## src/rtl/sobel_frame_ctrl.sv

```systemverilog
// Frame sequencer for the 32x32 Sobel operator: loads a frame, sweeps every address, streams tagged results.
// Build macro SOBEL_MAG_EN adds the saturating res_mag output.
`timescale 1ns/1ps
module sobel_frame_ctrl #(
  parameter int IMG_W  = 32,
  parameter int IMG_H  = 32,
  parameter int ADDR_W = 10,
  parameter int PIX_W  = 12,
  parameter int G_W    = 4,
  parameter int LAT    = 1
) (
  input  logic              clk,
  input  logic              rst,
  input  logic              start,
  input  logic              abort,
  output logic              busy,
  output logic              done,
  input  logic              pix_valid,
  output logic              pix_ready,
  input  logic [PIX_W-1:0]  pix_data,
  output logic              mem_wr_en,
  output logic [ADDR_W-1:0] mem_wr_addr,
  output logic [PIX_W-1:0]  mem_wr_data,
  output logic [ADDR_W-1:0] mem_rd_addr,
  output logic              mem_sobel_en,
  input  logic [G_W-1:0]    mem_gx,
  input  logic [G_W-1:0]    mem_gy,
  output logic              res_valid,
  input  logic              res_ready,
  output logic [ADDR_W-1:0] res_addr,
  output logic [G_W-1:0]    res_gx,
  output logic [G_W-1:0]    res_gy
`ifdef SOBEL_MAG_EN
  ,
  output logic [G_W-1:0]    res_mag
`endif
);

  localparam int N     = IMG_W * IMG_H;
  localparam int DEPTH = LAT + 1;
  localparam int PW    = (DEPTH > 1) ? $clog2(DEPTH) : 1;
  localparam int CW    = $clog2(DEPTH + LAT + 2) + 1;
  localparam int EW    = ADDR_W + 2 * G_W;
  localparam logic [ADDR_W-1:0] LAST = ADDR_W'(N - 1);

  typedef enum logic [1:0] {IDLE = 2'd0, LOAD = 2'd1, RUN = 2'd2, DRAIN = 2'd3} state_t;

  state_t            state_r;
  logic [ADDR_W-1:0] ld_cnt_r;
  logic [ADDR_W-1:0] rd_cnt_r;
  logic              done_r;
  logic [LAT-1:0]    tag_v_r;
  logic [ADDR_W-1:0] tag_a_r [LAT];
  logic [EW-1:0]     fifo_r [DEPTH];
  logic [PW-1:0]     wr_ptr_r;
  logic [PW-1:0]     rd_ptr_r;
  logic [CW-1:0]     count_r;

  logic              accept_s;
  logic              issue_s;
  logic              push_s;
  logic              pop_s;
  logic [CW-1:0]     inflight_s;
  logic [CW-1:0]     need_s;
  logic [CW-1:0]     allow_s;
  logic [EW-1:0]     head_s;

  function automatic logic [PW-1:0] ptr_next(input logic [PW-1:0] p);
    if (p == PW'(DEPTH - 1)) ptr_next = '0;
    else                     ptr_next = p + PW'(1);
  endfunction

  // Handshakes and issue credit: an issue must still fit if no further pops arrive.
  always_comb begin
    inflight_s = '0;
    for (int i = 0; i < LAT; i++) inflight_s = inflight_s + CW'(tag_v_r[i]);
    accept_s = (state_r == LOAD) && pix_valid && !abort;
    pop_s    = (count_r != '0) && res_ready;
    push_s   = tag_v_r[LAT-1];
    need_s   = count_r + inflight_s + CW'(1);
    allow_s  = CW'(DEPTH) + CW'(pop_s);
    issue_s  = (state_r == RUN) && !abort && (need_s <= allow_s);
    head_s   = fifo_r[rd_ptr_r];
  end

  assign busy         = (state_r != IDLE);
  assign pix_ready    = (state_r == LOAD);
  assign mem_wr_en    = accept_s;
  assign mem_wr_addr  = accept_s ? ld_cnt_r : '0;
  assign mem_wr_data  = accept_s ? pix_data : '0;
  assign mem_rd_addr  = rd_cnt_r;
  assign mem_sobel_en = issue_s;
  assign res_valid    = (count_r != '0);
  assign done         = done_r;
  assign {res_addr, res_gx, res_gy} = res_valid ? head_s : '0;

  // Frame sequencer and load/read counters
  always_ff @(posedge clk or posedge rst) begin
    if (rst) begin
      state_r  <= IDLE;
      ld_cnt_r <= '0;
      rd_cnt_r <= '0;
      done_r   <= 1'b0;
    end else if (abort) begin
      state_r  <= IDLE;
      ld_cnt_r <= '0;
      rd_cnt_r <= '0;
      done_r   <= 1'b0;
    end else begin
      done_r <= 1'b0;
      case (state_r)
        IDLE: begin
          if (start) begin
            state_r  <= LOAD;
            ld_cnt_r <= '0;
            rd_cnt_r <= '0;
          end
        end
        LOAD: begin
          if (accept_s) begin
            if (ld_cnt_r == LAST) state_r  <= RUN;
            else                  ld_cnt_r <= ld_cnt_r + ADDR_W'(1);
          end
        end
        RUN: begin
          if (issue_s) begin
            if (rd_cnt_r == LAST) state_r  <= DRAIN;
            else                  rd_cnt_r <= rd_cnt_r + ADDR_W'(1);
          end
        end
        DRAIN: begin
          // the final pop with nothing left in flight closes the frame
          if ((inflight_s == '0) && pop_s && (count_r == CW'(1))) begin
            done_r  <= 1'b1;
            state_r <= IDLE;
          end
        end
        default: state_r <= IDLE;
      endcase
    end
  end

  // Address tag pipe, aligned with the operator latency
  always_ff @(posedge clk or posedge rst) begin
    if (rst) begin
      tag_v_r <= '0;
      for (int i = 0; i < LAT; i++) tag_a_r[i] <= '0;
    end else if (abort) begin
      tag_v_r <= '0;
    end else begin
      tag_v_r[0] <= issue_s;
      tag_a_r[0] <= rd_cnt_r;
      for (int i = 1; i < LAT; i++) begin
        tag_v_r[i] <= tag_v_r[i-1];
        tag_a_r[i] <= tag_a_r[i-1];
      end
    end
  end

  // First-word-fall-through result FIFO
  always_ff @(posedge clk or posedge rst) begin
    if (rst) begin
      wr_ptr_r <= '0;
      rd_ptr_r <= '0;
      count_r  <= '0;
      for (int i = 0; i < DEPTH; i++) fifo_r[i] <= '0;
    end else if (abort) begin
      wr_ptr_r <= '0;
      rd_ptr_r <= '0;
      count_r  <= '0;
    end else begin
      if (push_s) begin
        fifo_r[wr_ptr_r] <= {tag_a_r[LAT-1], mem_gx, mem_gy};
        wr_ptr_r         <= ptr_next(wr_ptr_r);
      end
      if (pop_s) rd_ptr_r <= ptr_next(rd_ptr_r);
      count_r <= count_r + CW'(push_s) - CW'(pop_s);
    end
  end

`ifdef SOBEL_MAG_EN
  function automatic logic [G_W-1:0] sat_add(input logic [G_W-1:0] a, input logic [G_W-1:0] b);
    logic [G_W:0] s;
    s = {1'b0, a} + {1'b0, b};
    if (s[G_W]) sat_add = '1;
    else        sat_add = s[G_W-1:0];
  endfunction

  assign res_mag = sat_add(res_gx, res_gy);
`endif

endmodule

```

## config.mk

```make
export PLATFORM = sky130hd
export DESIGN_NAME = sobel_frame_ctrl
export DESIGN_NICKNAME = d
export VERILOG_FILES = /design/src/rtl/sobel_frame_ctrl.sv
export SDC_FILE = /design/constraint.sdc
export NUM_CORES = 1
export LEC_CHECK = 0
export ABC_AREA = 1
export BUFFER_PORTS_ARGS = -buffer_cell sky130_fd_sc_hd__buf_4
export CORE_ASPECT_RATIO = 2
export CORE_MARGIN = 3
export CORE_UTILIZATION = 55
export CTS_BUF_LIST = sky130_fd_sc_hd__clkbuf_8
export CTS_CLUSTER_DIAMETER = 50
export DETAILED_ROUTE_END_ITERATION = 7
export PLACE_DENSITY = 0.89
export SLEW_MARGIN = 20
export SYNTH_ARGS = -nofsm -noshare
export SYNTH_HDL_FRONTEND = slang
export SYNTH_SLANG_ARGS = --single-unit
```

## constraint.sdc

```tcl
create_clock -name clk -period 2.83 [get_ports clk]
set_input_delay 0.566 -clock clk [delete_from_list [all_inputs] [get_ports clk]]
set_output_delay 0.566 -clock clk [all_outputs]
set_load 0.01 [all_outputs]
```

; Word-level counts from Yosys, hierarchy flattened
; Cells that the tools add are included.
[totals]
inputBits = 26
word_cells = 98
regBits = 76
out_inout_bits = 56
[classes]
n_reduce_logical = 21
n_mux = 37
n_bitwise = 3
eq_ne = 14
order_cmp = 4
n_addsub = 8
[op_table]
columns = operator, n
row1 = $mux 18, 5
row2 = $mux 10, 8
row3 = $pmux 10 s2, 2
row4 = $bwmux 36, 1
row5 = $add 10x1->10 const B, 2
row6 = $eq 10x10->1 const B, 2
row7 = $demux 18 s1, 1
row8 = $ne 3x3->1 const B, 5
row9 = $mux 2, 7
row10 = $mux 12, 1
row11 = $mux 1, 10
row12 = $ne 3x2->1 const B, 3
row13 = $logic_and 1x1->1, 8
row14 = $pmux 2 s4, 1
row15 = $reduce_and 4->1, 2
row16 = $reduce_and 6->1, 1
row17 = $reduce_bool 2->1, 3
row18 = $reduce_bool 3->1, 2
row19 = $add 4x1->4, 1
row20 = $add 4x1->4 const B, 1
row21 = $eq 2x2->1 const B, 2
row22 = $eq 4x1->1 const B, 1
row23 = $ge 2x2->1 const B, 2
row24 = $le 4x3->1, 1
row25 = other kinds (13), 15

; Longest topological paths before layout
[depth]
word_depth = 8
ltp_mapped = 14
ltp_nobuf = 14

; Least setup slack after synthesis
; Ideal clock, no wire load.
[synth_timing]
path_type = flip-flop to output port
startpoint = register tag_v_r, in the netlist push_s
endpoint = output port mem_sobel_en
t_arrival_ps = 1700
n_path_buf = 0
setup_slack_ps = 564
stages_incl_launch_ff = 9
required_ps = 2264
path_cell_list = dfrtp_1 ha_1 ha_1 ha_1 nand2_1 nor2_1 nor2_2 nand2_2 nor2_1
[synth_via]
elab_chain_cells = 4
[synth_rtl]
columns = element, line
row1 = start: declaration, 52  ; logic [LAT-1:0] tag_v_r;
row2 = start signal: indexed assignment, 154  ; tag_v_r[i] <= tag_v_r[i-1];
row3 = $add 4x1->4 (2 in series), 80  ; need_s = count_r + inflight_s + CW'(1);
row4 = $le 4x3->1, 82  ; issue_s = (state_r == RUN) && !abort && (need_s <= allow_s);
row5 = $logic_and 1x1->1, 82
row6 = end: declaration, 25  ; output logic mem_sobel_en,
; Every way passes these cells.

; Worst setup path in the final report
[layout_timing]
startpoint = register count_r[1]
endpoint = output port mem_sobel_en
[layout_via]
elab_chain_cells = 5
word_cells_on_any_way = 7
cone_classes = 3 x add/sub / 1 x order compare / 3 x reduce/logical
[layout_rtl]
columns = element, line
row1 = start: declaration, 57  ; logic [CW-1:0] count_r;
row2 = start signal: assignment, 177  ; count_r <= count_r + CW'(push_s) - CW'(pop_s);
row3 = branches (longest 3 deep; another with $add 4x1->4), n/a
row4 = $le 4x3->1 *, 82
row5 = $logic_and 1x1->1 *, 82
; Mark *: on every way between the ends.

==> impl_metrics.py <==
metrics = {
    "global_routing": {
        "antenna_found_initial": 0,
        "gr-usage-all-layers_pct": 24.1,
        "grt_max_degree": 38,
        "grt_pass1_vias": 3948,
        "globalRouteOverflowTotal": 0,
        "grt_first_pass_wirelength_mm": 17.0,
    },
    "detailed_routing": {
        "ant_nets": 0,
        "drtPass1Iterations": 4,
        "viasPerCell": 5.22,
        "drt_wl_total_mm": 10.1,
        "drc": 0,
        "wl_per_cell_um": 13.4,
        "via_count": 3927,
        "drt_iter0_markers": 296,
    },
    "logic_synthesis": {
        "synth_top_family_by_area": "simple AND/OR/NAND/NOR gates",
        "syn-num-nets": 609,
        "synth-compound-area-share_pct": 8.50,
        "synth-simple-area-share_pct": 26.8,
        "yosysWarnings": 0,
        "synth_area_per_cell_um2": 7.57,
        "synth-seq-cells": 76,
        "synth-xor-area-share_pct": 1.01,
        "mappedNetlistArea_um2": 4320,
        "syn-instance-count": 570,
        "post_synth_num_cell_types": 30,
        "synthMuxAreaShare_pct": 4.70,
        "synth_fa_ha_area_share_pct": 3.77,
        "yosysSeqAreaShare_pct": 44.1,
    },
    "placement": {
        "io_buffers": 81,
        "place_hpwl_mm": 7.41,
        "gp_congestion": 0.904,
    },
    "clocking": {
        "h-tree-depth": 3,
        "clockBufferDepth": 2,
        "cts_hold_buf": 0,
        "cts_root_buf": "clkbuf_8",
        "clock-sinks": 76,
        "insertion_delay_ns": 0.36,
        "numCtsBuffers": 9,
        "cts_tree": "built",
        "cts.clk_slew.worst_paths_ns": 0.08,
    },
    "worst_setup_path": {
        "arrival_ns": 2.17,
        "start_kind": "register",
        "crit_start": "count_r[1]",
        "setup.worst_path.end_class": "output pin",
        "crit_path_max_incr_delay_ns": 0.44,
        "path_max_fanout": 4,
        "r2r_cells": 10,
        "critPathMostFrequentCell": "nand2_1",
        "r2r_start": "state_r[0]",
        "path_class": "reg -> out",
        "slowest_stage": "dfrtp_2",
        "path_cells": "nor3_2, nand2_1, nand2_1, inv_1, ha_1, inv_1, nand2_1, nor2_1, nor2_2, nand2_2, nor2_4, buf_4",
        "crit_required_ns": 2.26,
    },
    "sta": {
        "clock.fmax_mhz": 365,
        "period_share_pct": 96.8,
        "timing.hold.ws_ns": 0.299,
        "skew_ns": 0.0152,
        "max-slew-margin-rel_pct": 50.9,
        "fin_crit_ns": 2.74,
        "tightest_slew_ns": 0.734,
        "setup_viol": 0,
        "hold_viol": 0,
        "tns_ns": 0,
        "rsz0062_at_grt": "no",
        "slew_viol_final": 0,
    },
    "power": {
        "clockPowerShare_pct": 20.4,
        "p_leak_nw": 2.81,
        "switching_power_w": 0.00144,
        "p_int_w": 0.00215,
        "sw_frac_of_total_pct": 40.1,
        "p_per_area_nw_per_um2": 688,
        "combinationalPowerShare_pct": 42.0,
        "ir_drop_mv": 0.481,
        "pwr-share-seq_pct": 37.7,
    },
    "die": {
        "ioPinCount": 82,
        "dieHeight_um": 131,
        "core_area_um2": 7600,
        "initial_core_util_pct": 56.8,
        "die_x_um": 68.6,
        "num_rows": 45,
        "dieArea_um2": 9010,
    },
    "cells_and_area": {
        "areaGrowthSynthToFinish_pct": 21.1,
        "antenna_cells": 0,
        "fillerInstances": 634,
        "drive_gt1_share_pct": 23.5,
        "nets": 693,
    },
    "run_status": {
        "status": "finished clean",
    },
    "flow_run": {
        "cap_violations": 0,
    },
    "hold_path": {
        "hp-class": "in -> async",
    },
}
==> worst max-delay path, delay by kind of cell, from the launching register on <==
family,cells,cell delay [ns]
flip-flops,1,0.44
AND/OR/NAND/NOR,8,0.81
buffers and inverters,3,0.28
adder cells (fa/ha/maj),1,0.27
==> final timing paths <==
check | end | slack (ns)
worst min register to register | fifo_r[8] | 0.48
worst max register to register | mem_rd_addr[5] | 0.55
min in group clk | fifo_r[8] | 0.48
max in group asynchronous | mem_rd_addr[8] | 1.79
worst min-delay path | fifo_r[1] | 0.30
worst max-delay path | mem_sobel_en | 0.09
==> power by group through the flow <==
stage | Sequential [W] | Combinational, W | Clock, W
after floorplan | 0.00134 | 0.00101 | 0
after global placement | 0.00136 | 0.00136 | 0
after detailed placement | 0.00137 | 0.00142 | 0
after CTS | 0.00135 | 0.00144 | 0.000738
after global routing | 0.00137 | 0.00167 | 0.000784
final | 0.00135 | 0.00151 | 0.000733
==> through the flow <==
stage	cell area [µm²]	utilization (%)	setup slack (ns)	power, W	cells
2_1_floorplan	4320	-	0.326	0.00234	570
3_3_place_gp	4990	65.6	0.432	0.00272	732
3_5_place_dp	4990	65.6	0.367	0.00279	732
4_1_cts	5170	68.0	0.0240	0.00353	749
5_1_grt	5230	68.7	0.00710	0.00383	753
6_report	5230	68.7	0.0897	0.00360	753
==> registers in the layout, summed over array words and instances, names as in the netlist <==
signal / flops
fifo_r: 36
rd_ptr_r: 1
push_s: 1
state_r: 2
wr_ptr_r: 1
tag_a_r: 10
done: 1
ld_cnt_r: 10
mem_rd_addr: 10
count_r: 4
==> per-layer routing <==
| layer | up-vias | routed length (µm) | global-route usage [%] | part of all wire (%) |
|---|---|---|---|---|
| li1 | 1938 | - | - | - |
| met1 | 1828 | 3850 | 25.8 | 38 |
| met2 | 120 | 5390 | 41.9 | 53 |
| met3 | 41 | 487 | 5.65 | 4.8 |
| met4 | 0 | 388 | 11.7 | 3.8 |
| met5 | - | 0 | 0 | 0 |
==> Yosys cell counts <==
library cell,n,area (µm²)
inv_6,1,8.76
o31ai_1,1,7.51
clkbuf_1,11,41.3
buf_1,1,3.75
nor4_1,2,12.5
buf_6,3,33.8
mux2_2,18,203
o21ai_2,5,43.8
nand2_1,148,556
nand4_1,6,37.5
a21oi_1,5,25.0
buf_4,2,15.0
nand2_4,2,22.5
nand3b_1,2,15.0
nand3_1,36,180
inv_2,2,7.51
ha_1,13,163
o21ai_0,55,275
buf_2,4,20.0
dfrtp_1,76,1900
inv_1,94,353
nor3_1,6,30.0
nor2_1,56,210
nand3b_2,1,11.3
and3_1,1,6.26
xor2_1,5,43.8
nor2_2,3,18.8
nor2_4,1,11.3
o21ai_1,3,15.0
nand2_2,7,43.8
==> repair_timing <==
action | in CTS | in global routing
gates resized for setup | 2 | 5
pin swaps | 0 | 1
setup endpoints to repair | 1 | 1
setup buffers | 1 | 4
==> cells in the final DEF, fill, tap and decap left out, types with 6 or more instances in the layout <==
cell type	count
buf_4	94
clkbuf_8	10
dfrtp_1	74
ha_1	11
inv_1	95
mux2_2	18
nand2_1	148
nand2_2	7
nand3_1	36
nand4_1	6
nor2_1	55
o21ai_0	55
==> kinds of logic after synthesis <==
kind of cell | count (synthesis)
adders and majority gates | 13
buffers and inverters | 118
AOI/OAI and AO/OA | 69
and+or+nand+nor | 271
DFF | 76
muxes | 18
xor gates and xnor gates | 5
==> layout make-up <==
cell class / instances / area (µm²) / share of cell area (%)
clock buffers: 10 / 138 / 2.63
inverters: 97 / 369 / 7.06
flip-flops and latches: 76 / 1900 / 36.4
repair buffers: 94 / 706 / 13.5
clock inverters: 6 / 32.5 / 0.623
multi-input cells: 376 / 1960 / 37.5
well taps: 94 / 118 / 2.25
(Power assumes the default switching activity.)
